===== src/rtl/uart_pkg.sv =====
// Shared constants and helpers for the UART receive-side blocks.
package uart_pkg;

  localparam int UART_DATA_W = 8;
  localparam int UART_STAT_W = 8;
  localparam logic [UART_STAT_W-1:0] UART_STAT_MAX = 8'hFF;
  localparam int UART_WDOG_BITS = 12;

  // Saturating statistics update; a clear beats a coincident increment.
  function automatic logic [UART_STAT_W-1:0] stat_next(
    input logic [UART_STAT_W-1:0] cnt,
    input logic                   inc,
    input logic                   clr
  );
    if (clr) return '0;
    if (inc && (cnt != UART_STAT_MAX)) return cnt + UART_STAT_W'(1);
    return cnt;
  endfunction

endpackage


===== src/rtl/uart_rx_fifo.sv =====
// Synchronous show-ahead byte FIFO: rdata is the head whenever empty=0.
module uart_rx_fifo
  import uart_pkg::*;
#(
  parameter int FifoDepthLog2 = 2
) (
  input  logic                     clk,
  input  logic                     rst,
  input  logic                     flush,
  input  logic                     push,
  input  logic [0:UART_DATA_W-1]   wdata,
  input  logic                     pop,
  output logic [0:UART_DATA_W-1]   rdata,
  output logic                     full,
  output logic                     empty,
  output logic [FifoDepthLog2:0]   level
);

  localparam int Depth  = 1 << FifoDepthLog2;
  localparam int LevelW = FifoDepthLog2 + 1;

  logic [0:UART_DATA_W-1]   mem_q [Depth];
  logic [0:UART_DATA_W-1]   mem_d [Depth];
  logic [FifoDepthLog2-1:0] wr_ptr_q, wr_ptr_d;
  logic [FifoDepthLog2-1:0] rd_ptr_q, rd_ptr_d;
  logic [LevelW-1:0]        level_q, level_d;
  logic                     push_ok, pop_ok;

  assign full  = (level_q == LevelW'(Depth));
  assign empty = (level_q == '0);
  assign level = level_q;
  assign rdata = mem_q[rd_ptr_q];

  // A push into a full FIFO is allowed only when the head leaves the same cycle.
  assign pop_ok  = pop & ~empty;
  assign push_ok = push & (~full | pop_ok);

  always_comb begin
    mem_d    = mem_q;
    wr_ptr_d = wr_ptr_q;
    rd_ptr_d = rd_ptr_q;
    level_d  = level_q;
    if (flush) begin
      wr_ptr_d = '0;
      rd_ptr_d = '0;
      level_d  = '0;
    end else begin
      if (push_ok) begin
        mem_d[wr_ptr_q] = wdata;
        wr_ptr_d        = wr_ptr_q + FifoDepthLog2'(1);
      end
      if (pop_ok) rd_ptr_d = rd_ptr_q + FifoDepthLog2'(1);
      level_d = level_q + LevelW'(push_ok) - LevelW'(pop_ok);
    end
  end

  always_ff @(posedge clk or posedge rst) begin
    if (rst) begin
      for (int i = 0; i < Depth; i++) mem_q[i] <= '0;
      wr_ptr_q <= '0;
      rd_ptr_q <= '0;
      level_q  <= '0;
    end else begin
      mem_q    <= mem_d;
      wr_ptr_q <= wr_ptr_d;
      rd_ptr_q <= rd_ptr_d;
      level_q  <= level_d;
    end
  end

endmodule


===== src/rtl/uart_rx_ctrl.sv =====
// UART receive controller: strobe divider, receiver reset, byte FIFO, stats.
// Optional receiver watchdog enabled by defining UART_RX_CTRL_WATCHDOG_EN.
module uart_rx_ctrl
  import uart_pkg::*;
#(
  parameter int DivWidth      = 16,
  parameter int FifoDepthLog2 = 2,
  parameter int Oversample    = 3
) (
  input  logic                   ref_clk,
  input  logic                   reset,
  input  logic                   enable,
  input  logic [DivWidth-1:0]    divisor,
  output logic                   rx_samp_clk,
  output logic                   rx_reset,
  input  logic                   rx_busy,
  input  logic                   rx_ready,
  input  logic                   rx_err,
  input  logic [0:UART_DATA_W-1] rx_out,
  output logic [0:UART_DATA_W-1] data,
  output logic                   data_valid,
  input  logic                   data_ack,
  output logic [FifoDepthLog2:0] fifo_level,
  input  logic                   clear_stats,
  output logic [UART_STAT_W-1:0] frame_err_cnt,
  output logic [UART_STAT_W-1:0] overrun_cnt,
  output logic                   timeout
);

  logic [DivWidth-1:0]    div_cnt_q, div_cnt_d;
  logic                   samp_q, samp_d;
  logic                   hold_q, hold_d;
  logic                   ready_q, ready_d;
  logic                   err_q, err_d;
  logic [UART_STAT_W-1:0] frame_err_q, frame_err_d;
  logic [UART_STAT_W-1:0] overrun_q, overrun_d;
  logic                   new_byte, new_err, push, pop, overrun_inc;
  logic                   fifo_full, fifo_empty;
  logic                   wdog_fire;

  assign new_byte    = rx_ready & ~ready_q;
  assign new_err     = rx_err & ~err_q;
  assign pop         = enable & data_ack & ~fifo_empty;
  assign push        = enable & new_byte & (~fifo_full | pop);
  assign overrun_inc = enable & new_byte & fifo_full & ~pop;

  // While disabled the strobe is forced so the receiver sees its reset.
  assign rx_samp_clk   = samp_q | ~enable;
  assign rx_reset      = hold_q | ~enable;
  assign data_valid    = ~fifo_empty;
  assign frame_err_cnt = frame_err_q;
  assign overrun_cnt   = overrun_q;

  always_comb begin
    div_cnt_d   = div_cnt_q + DivWidth'(1);
    samp_d      = 1'b0;
    hold_d      = wdog_fire | (hold_q & ~samp_q);
    ready_d     = rx_ready;
    err_d       = rx_err;
    frame_err_d = stat_next(frame_err_q, new_err, clear_stats);
    overrun_d   = stat_next(overrun_q, overrun_inc, clear_stats);
    if (!enable) begin
      div_cnt_d = '0;
      hold_d    = 1'b0;
    end else if (div_cnt_q == divisor) begin
      div_cnt_d = '0;
      samp_d    = 1'b1;
    end
  end

  always_ff @(posedge ref_clk or posedge reset) begin
    if (reset) begin
      div_cnt_q   <= '0;
      samp_q      <= 1'b0;
      hold_q      <= 1'b1;
      ready_q     <= 1'b0;
      err_q       <= 1'b0;
      frame_err_q <= '0;
      overrun_q   <= '0;
    end else begin
      div_cnt_q   <= div_cnt_d;
      samp_q      <= samp_d;
      hold_q      <= hold_d;
      ready_q     <= ready_d;
      err_q       <= err_d;
      frame_err_q <= frame_err_d;
      overrun_q   <= overrun_d;
    end
  end

`ifdef UART_RX_CTRL_WATCHDOG_EN
  localparam int WdogLimit = UART_WDOG_BITS << Oversample;
  localparam int BusyW     = $clog2(WdogLimit + 1);

  logic [BusyW-1:0] busy_cnt_q, busy_cnt_d;
  logic             timeout_q, timeout_d;

  // Fires on the strobe that completes the limit; hold_q then re-resets the receiver.
  always_comb begin
    busy_cnt_d = busy_cnt_q;
    wdog_fire  = 1'b0;
    if (!enable || !rx_busy) begin
      busy_cnt_d = '0;
    end else if (samp_q) begin
      if (busy_cnt_q == BusyW'(WdogLimit - 1)) begin
        busy_cnt_d = '0;
        wdog_fire  = 1'b1;
      end else begin
        busy_cnt_d = busy_cnt_q + BusyW'(1);
      end
    end
    timeout_d = wdog_fire;
  end

  always_ff @(posedge ref_clk or posedge reset) begin
    if (reset) begin
      busy_cnt_q <= '0;
      timeout_q  <= 1'b0;
    end else begin
      busy_cnt_q <= busy_cnt_d;
      timeout_q  <= timeout_d;
    end
  end

  assign timeout = timeout_q;
`else
  logic unused_busy;
  assign unused_busy = rx_busy;
  assign wdog_fire   = 1'b0;
  assign timeout     = 1'b0;
`endif

  uart_rx_fifo #(
    .FifoDepthLog2(FifoDepthLog2)
  ) u_fifo (
    .clk  (ref_clk),
    .rst  (reset),
    .flush(~enable),
    .push (push),
    .wdata(rx_out),
    .pop  (pop),
    .rdata(data),
    .full (fifo_full),
    .empty(fifo_empty),
    .level(fifo_level)
  );

endmodule

===== config.mk =====
export PLATFORM = sky130hd
export DESIGN_NAME = uart_rx_ctrl
export DESIGN_NICKNAME = d
export VERILOG_FILES = /design/src/rtl/uart_pkg.sv /design/src/rtl/uart_rx_fifo.sv /design/src/rtl/uart_rx_ctrl.sv
export SDC_FILE = /design/constraint.sdc
export NUM_CORES = 1
export LEC_CHECK = 0
export CAP_MARGIN = 40
export CORE_UTILIZATION = 35
export DETAILED_ROUTE_END_ITERATION = 10
export GPL_TIMING_DRIVEN = 0
export HOLD_SLACK_MARGIN = 0.02
export RECOVER_POWER = 50
export SLEW_MARGIN = 25
export SYNTH_ARGS = -nofsm -noshare
export SYNTH_HDL_FRONTEND = slang
export SYNTH_SLANG_ARGS = --single-unit

===== constraint.sdc =====
create_clock -name ref_clk -period 2.09 [get_ports ref_clk]
set_input_delay 0.209 -clock ref_clk [delete_from_list [all_inputs] [get_ports ref_clk]]
set_output_delay 0.209 -clock ref_clk [all_outputs]
set_load 0.02 [all_outputs]

======== Word level (Yosys, flattened, before mapping) ========
Index checks and enable logic that the tools add are counted.
word-level totals
  bits in registers ....................... 75
  bits in latches ......................... 0
  memory bits (writable) .................. 0
  memory bits (read-only) ................. 0
  input port bits ......................... 32
  output and inout bits ................... 31
  memories kept ........................... 0
cells by class
  $add $sub $neg .......................... 7
  $mul .................................... 0
  divide/modulo/power cells ............... 0
  order comparisons ....................... 3
  equal/unequal tests ..................... 6
  shifts and indexed selects .............. 0
  multiplexer cells ....................... 28
  bitwise logic cells ..................... 24
  reductions and logical operators ........ 7
operators by type and width
  cell                     number
  $mux W8                  10
  $bwmux W32               1
  $mux W16                 2
  $add A16 B1 Y16 const B  1
  $add A8 B1 Y8 const B    2
  $bmux W8 S2              1
  $demux W8 S2             1
  $eq A16 B16 Y1           1
  $ne A8 B8 Y1 const B     2
  $and A1 B1 Y1            11
  $mux W1                  8
  $mux W2                  4
  $not A1 Y1               7
  $ge A3 B3 Y1 const B     2
  $not A2 Y3               2
  $add A2 B1 Y2 const B    2
  $ne A2 B1 Y1 const B     2
  $or A1 B1 Y1             4
  $reduce_bool A2 Y1       2
  $add A3 B1 Y3            1
  $eq A3 B3 Y1 const B     1
  $logic_and A1 B1 Y1      3
  $logic_not A3 Y1         1
  $lt A3 B1 Y1 const B     1
  3 further kinds          3

======== Depth between registers and ports, before layout ========
  depth after elaboration ................. 10
  gate-level depth with buffers ........... 10
  gate-level depth less buffers ........... 10

======== Modules after synthesis ========
Synthesis repeated with hierarchy kept, for this count alone.
second synthesis, totals
  cells, all modules ...................... 332
  area, all modules ....................... 3897.5 sq um
modules (own cells, without submodules)
  module        times used  cells an instance  area each (sq um)  seq. area each (sq um)
  uart_rx_ctrl  1           206                2021.9             902.1
  uart_rx_fifo  1           126                1875.5             975.9

======== Worst setup path before layout ========
No wires, ideal clock.
  path type ............................... reg2reg
  start point ............................. register u_fifo.level_q[1], in the netlist u_fifo.level[1]
  end point ............................... register u_fifo.level_q[2], in the netlist u_fifo.level[2]
  library setup time ...................... 0.123 ns
  arrival ................................. 2.239 ns
  required time ........................... 1.967 ns
  setup slack ............................. -0.272 ns
  cell stages (with the launch flop) ...... 11
  period minus slack after synthesis ...... 2.362 ns
  cells stage by stage .................... dfrtp_1 > or3_1 > nand2_1 > nor2_1 > ha_1 > inv_1 > ha_1 > inv_1 > fa_1 > xnor2_1 > nor2_1
between the ends
  longest elaborated chain between the ends .. 9
  elaborated cells on any way between the ends .. 13
  those cells by class .................... add/sub (2); eq/ne (1); mux (1); bitwise (8); reduce/logical (1)
RTL lines
  item                                           line                                    RTL
  start: declaration                             uart_rx_fifo.sv:26                      logic [LevelW-1:0] level_q, level_d;
  start signal: assignment                       uart_rx_fifo.sv:67                      level_q <= level_d;
  $logic_not A3 Y1 *                             uart_rx_fifo.sv:30                      assign empty = (level_q == '0);
  $not A1 Y1 *                                   -
  named net data_valid                           uart_rx_ctrl.sv:21                      output logic data_valid,
  $and A1 B1 Y1                                  uart_rx_ctrl.sv:43                      assign pop = enable & data_ack & ~fifo_empty;
  $or A1 B1 Y1 or $and A1 B1 Y1 (tied branches)  uart_rx_ctrl.sv:44, uart_rx_fifo.sv:35
  $and A1 B1 Y1 or $or A1 B1 Y1 (tied branches)  uart_rx_ctrl.sv:44, uart_rx_fifo.sv:36
  $and A1 B1 Y1                                  uart_rx_fifo.sv:36                      assign push_ok = push & (~full | pop_ok);
  $add A3 B1 Y3                                  uart_rx_fifo.sv:53                      level_d = level_q + LevelW'(push_ok) - LevelW'(pop_ok);
  $sub A3 B1 Y3 *                                uart_rx_fifo.sv:53
  $mux W3 *                                      uart_rx_fifo.sv:43                      if (flush) begin
  named net u_fifo.level_d[2]                    uart_rx_fifo.sv:26
Mark *: on every way through the listed nets, which the timed path passes. The rest lies on a longest branch.
A chain may end at the register's enable or synchronous reset.

======== Worst setup path in the final report ========
  start point ............................. register u_fifo.level_q[1], in the netlist u_fifo.level[1]
  end point ............................... output data_valid
between the ends
  longest elaborated chain between the ends .. 2
RTL lines
  item              line                RTL
  $logic_not A3 Y1  uart_rx_fifo.sv:30
  $not A1 Y1        uart_rx_ctrl.sv:50  assign data_valid = ~fifo_empty;
  end: declaration  uart_rx_ctrl.sv:21
Every way passes these cells.

==> summary.txt <==
Final layout
  – Layout net count: 436
  – Ratio of cells with drive above 1 in the final layout: 15.54%
  – Final Util: 47.45%
  – Post-route insts no fill: 535
  – Diode count: 0
  – Fillcell total: 1006
  – Area growth syn-to-layout: 31.28%

Routing
  – WL met3: 332 um
  – Met2 WL: 3.790 mm
  – DR pass1 iterations: 4
  – Final wirelength: 7.725 mm
  – WL met1: 3.504 mm
  – Top Metal Used: met4
  – DRT antenna net count: 0
  – Via Count: 2648
  – Vias per Instance: 4.950
  – # DRC: 0
  – Starting DRT DRC Count: 86
  – Wire length per cell: 14.44 um

Power and ir drop
  – Reg power frac: 40.2%
  – NetSw: 1.211 mW
  – Switch share: 27.98%
  – Pleak: 2.140 nW
  – Max VDD drop: 454.2 uV
  – Pwr Density: 879.7 nW/um^2
  – P_int: 3.118 mW
  – Combinational share of power: 28.3%
  – Clock share of power: 31.5%

STA
  – Final min period: 2.036 ns
  – Slew Limit Fails: 0
  – Final Hold Violating Endpoints: 0
  – Final setup viols: 0
  – Fin crit share: 97.40%
  – Setup TNS Final: 0 ns
  – Fin Clk Skew: 0.008387 ns
  – FMAX: 0.4913 GHz
  – Slew headroom: 26.23%
  – Least-Margin Pin Slew: 1.107 ns

Placement
  – DP Cell Count: 512
  – Gp weighted congestion: 0.7743
  – DP HPWL: 5.544 mm
  – Port Buf Inserts: 59

Worst setup path
  – Critical path capture point type: output pin
  – Reg2Reg Setup Slack: 0.07 ns
  – Setup Crit Path Kind: flop to output pin
  – Worst Path Required: 1.88 ns
  – Startpoint class of the critical path: flop
  – Maximum fanout along the worst path: 2
  – CP arrival: 1.83 ns

Yosys
  – Most common cell in the netlist: dfrtp_1
  – Syn Nets: 356
  – Leading area contributor after synthesis: dfrtp_1
  – Mapped cell area: 3749 um^2
  – Synth area leaders: dfrtp_1, mux2_1, xnor2_1
  – Top cell type's share of synthesized area: 49.40%
  – Post-synth cell types: 41
  – Post-synth EDFFs: 0
  – Mean Syn Cell Area: 11.94 um^2
  – Synthesized flop and latch total: 75
  – Synthesis warning total: 0
  – Sequential share of the synthesized area: 50.10%
  – Post-synth ARST share: 100.0%
  – Syn Inst Count: 314
  – Top cells by count, synth: dfrtp_1, nor2_1, mux2_1
  – Synth Flop Type: dfrtp_1

Floorplan
  – Die Height: 105.5 um
  – Core ar.: 10370 um^2
  – Row count: 37
  – Initial Utilization: 36.15%
  – Die Area: 11130 um^2
  – Die width: 105.5 um
  – I/O pin cnt: 63

Global routing
  – Total gr overflow: 0
  – Total Routing Usage GR: 15.40%
  – Initial antenna violation count: 0
  – Vias in the first global route: 2766
  – First-pass GRT wire length: 13.41 mm
  – Largest net degree at the start of global routing: 28

Clock network
  – Maximum root-to-sink buffer count: 2
  – CTS tree: done
  – TritonCTS Buffers: 9
  – Htree depth: 3
  – Worst-skew pair later-pin latency: 0.34 ns
  – CTS root buffer: clkbuf_8
  – Clock sink count: 75
  – Clock-pin slew on the worst setup and hold paths: 0.08 ns

Status
  – Status: finished, final reports clean

Flow run
  – Maximum Capacitance Violations: 0

Worst hold path
  – HP Class: input port to flop
==> cell usage in the layout, fill, tap and decap left out, types with 2 or more instances in the layout <==
cell | Yosys | routed
nand2_1 | 11 | 10
inv_1 | 11 | 8
mux4_2 | 8 | 8
a21oi_1 | 9 | 9
buf_6 | 1 | 2
nor4_1 | 5 | 5
nand4_1 | 12 | 12
bufinv_16 | 0 | 3
clkbuf_8 | 0 | 10
o21ai_0 | 9 | 9
xor2_1 | 11 | 11
mux2_1 | 32 | 32
dlygate4sd3_1 | 0 | 3
clkdlybuf4s50_1 | 0 | 48
dlygate4sd2_1 | 0 | 7
nand2_4 | 4 | 5
nand3_1 | 12 | 12
buf_2 | 4 | 3
o211ai_1 | 2 | 2
clkbuf_1 | 2 | 2
xnor2_1 | 28 | 28
and3_1 | 2 | 2
clkinv_2 | 0 | 2
nor3_1 | 2 | 2
nor2_1 | 33 | 32
ha_1 | 9 | 7
inv_2 | 0 | 2
or3_1 | 9 | 8
buf_4 | 2 | 10
mux2i_1 | 4 | 4
nor2b_1 | 2 | 2
ha_4 | 0 | 2
dfrtp_1 | 74 | 70
dfrtp_2 | 0 | 4
==> per-layer routing <==
metal | track usage, % | up-vias
li1 | - | 1266
met5 | 0 | -
met1 | 19.45 | 1312
met2 | 25.75 | 62
met4 | 5.159 | 0
met3 | 3.896 | 8
==> power by group through the flow <==
stage	combinational (mW)	sequential, mW	clock (mW)
after floorplan	0.703	1.78	0
after global placement	1.15	1.77	0
after detailed placement	1.17	1.79	0
after CTS	1.20	1.74	1.40
after global routing	1.33	1.77	1.47
final	1.22	1.74	1.36
==> final cells by class <==
type	instances	area [um^2]	area share, %
inverters	11	42.54	0.8645
clock inverters	5	100.1	2.034
multi-input cells	218	1819	36.97
clock buffers	11	141.4	2.873
well taps	136	170.2	3.458
repair buffers	70	704.4	14.31
flip-flops and latches	75	1883	38.27
plain buffers	9	60.06	1.220
==> logic make-up (layout without fill, tap and decap cells) <==
kind of cell	Yosys count	after routing	share of synthesized area [%]
and+or+nand+nor	101	101	14.95
xor gates and xnor gates	39	39	9.112
DFF	75	75	50.10
AOI/OAI and AO/OA	23	23	4.072
adders and majority gates	10	10	3.538
muxes	44	44	15.49
other	1	1	0.1000
buffers and inverters	21	106	2.637
==> final timing paths <==
kind                                  from               to  cells after the start
max reg2reg                u_fifo.level[1]  u_fifo.level[1]                      9
max in group asynchronous            reset           hold_q                      4
max                        u_fifo.level[1]       data_valid                      3
min                            clear_stats   overrun_cnt[3]                      2
min reg2reg                         hold_q           hold_q                      2
min in group asynchronous            reset   overrun_cnt[3]                      2
==> critical path, cell delays in order, from the launching register on <==
cell	delay [ns]
dfrtp_2	0.42
or3_4	0.39
buf_4	0.15
clkdlybuf4s50_1	0.54
==> state kept, by name, indices dropped and copies added (netlist names) <==
signal and count:
u_fifo.rd_ptr_q 2, err_q 1, ready_q 1, u_fifo.wr_ptr_q 2, frame_err_cnt 8, hold_q 1
u_fifo.mem_q 32, overrun_cnt 8, div_cnt_q 16, u_fifo.level 3, samp_q 1
==> through the flow <==
stage	hold slack, ns	power [mW]	instance area (um^2)	worst slack, ns
global route	0.2248	4.573	4921	-0.02222
floorplan	0.2404	2.482	3762	-0.1272
finish	0.2284	4.329	4921	0.05441
global placement	0.4465	2.918	4523	-0.4526
detailed placement	0.4502	2.960	4598	-0.4289
CTS	0.1392	4.347	4880	0.009415
==> repair_timing <==
| item | 4_1_cts | 5_1_grt |
|---|---|---|
| setup buffers | 6 | 2 |
| endpoints found under the setup margin | 10 | 3 |
| gates cloned | 0 | 0 |
| hold buffers | 0 | 0 |
| pin swaps | 3 | 1 |
| gates resized for setup | 11 | 10 |
Power figures use the tool's default switching activity.
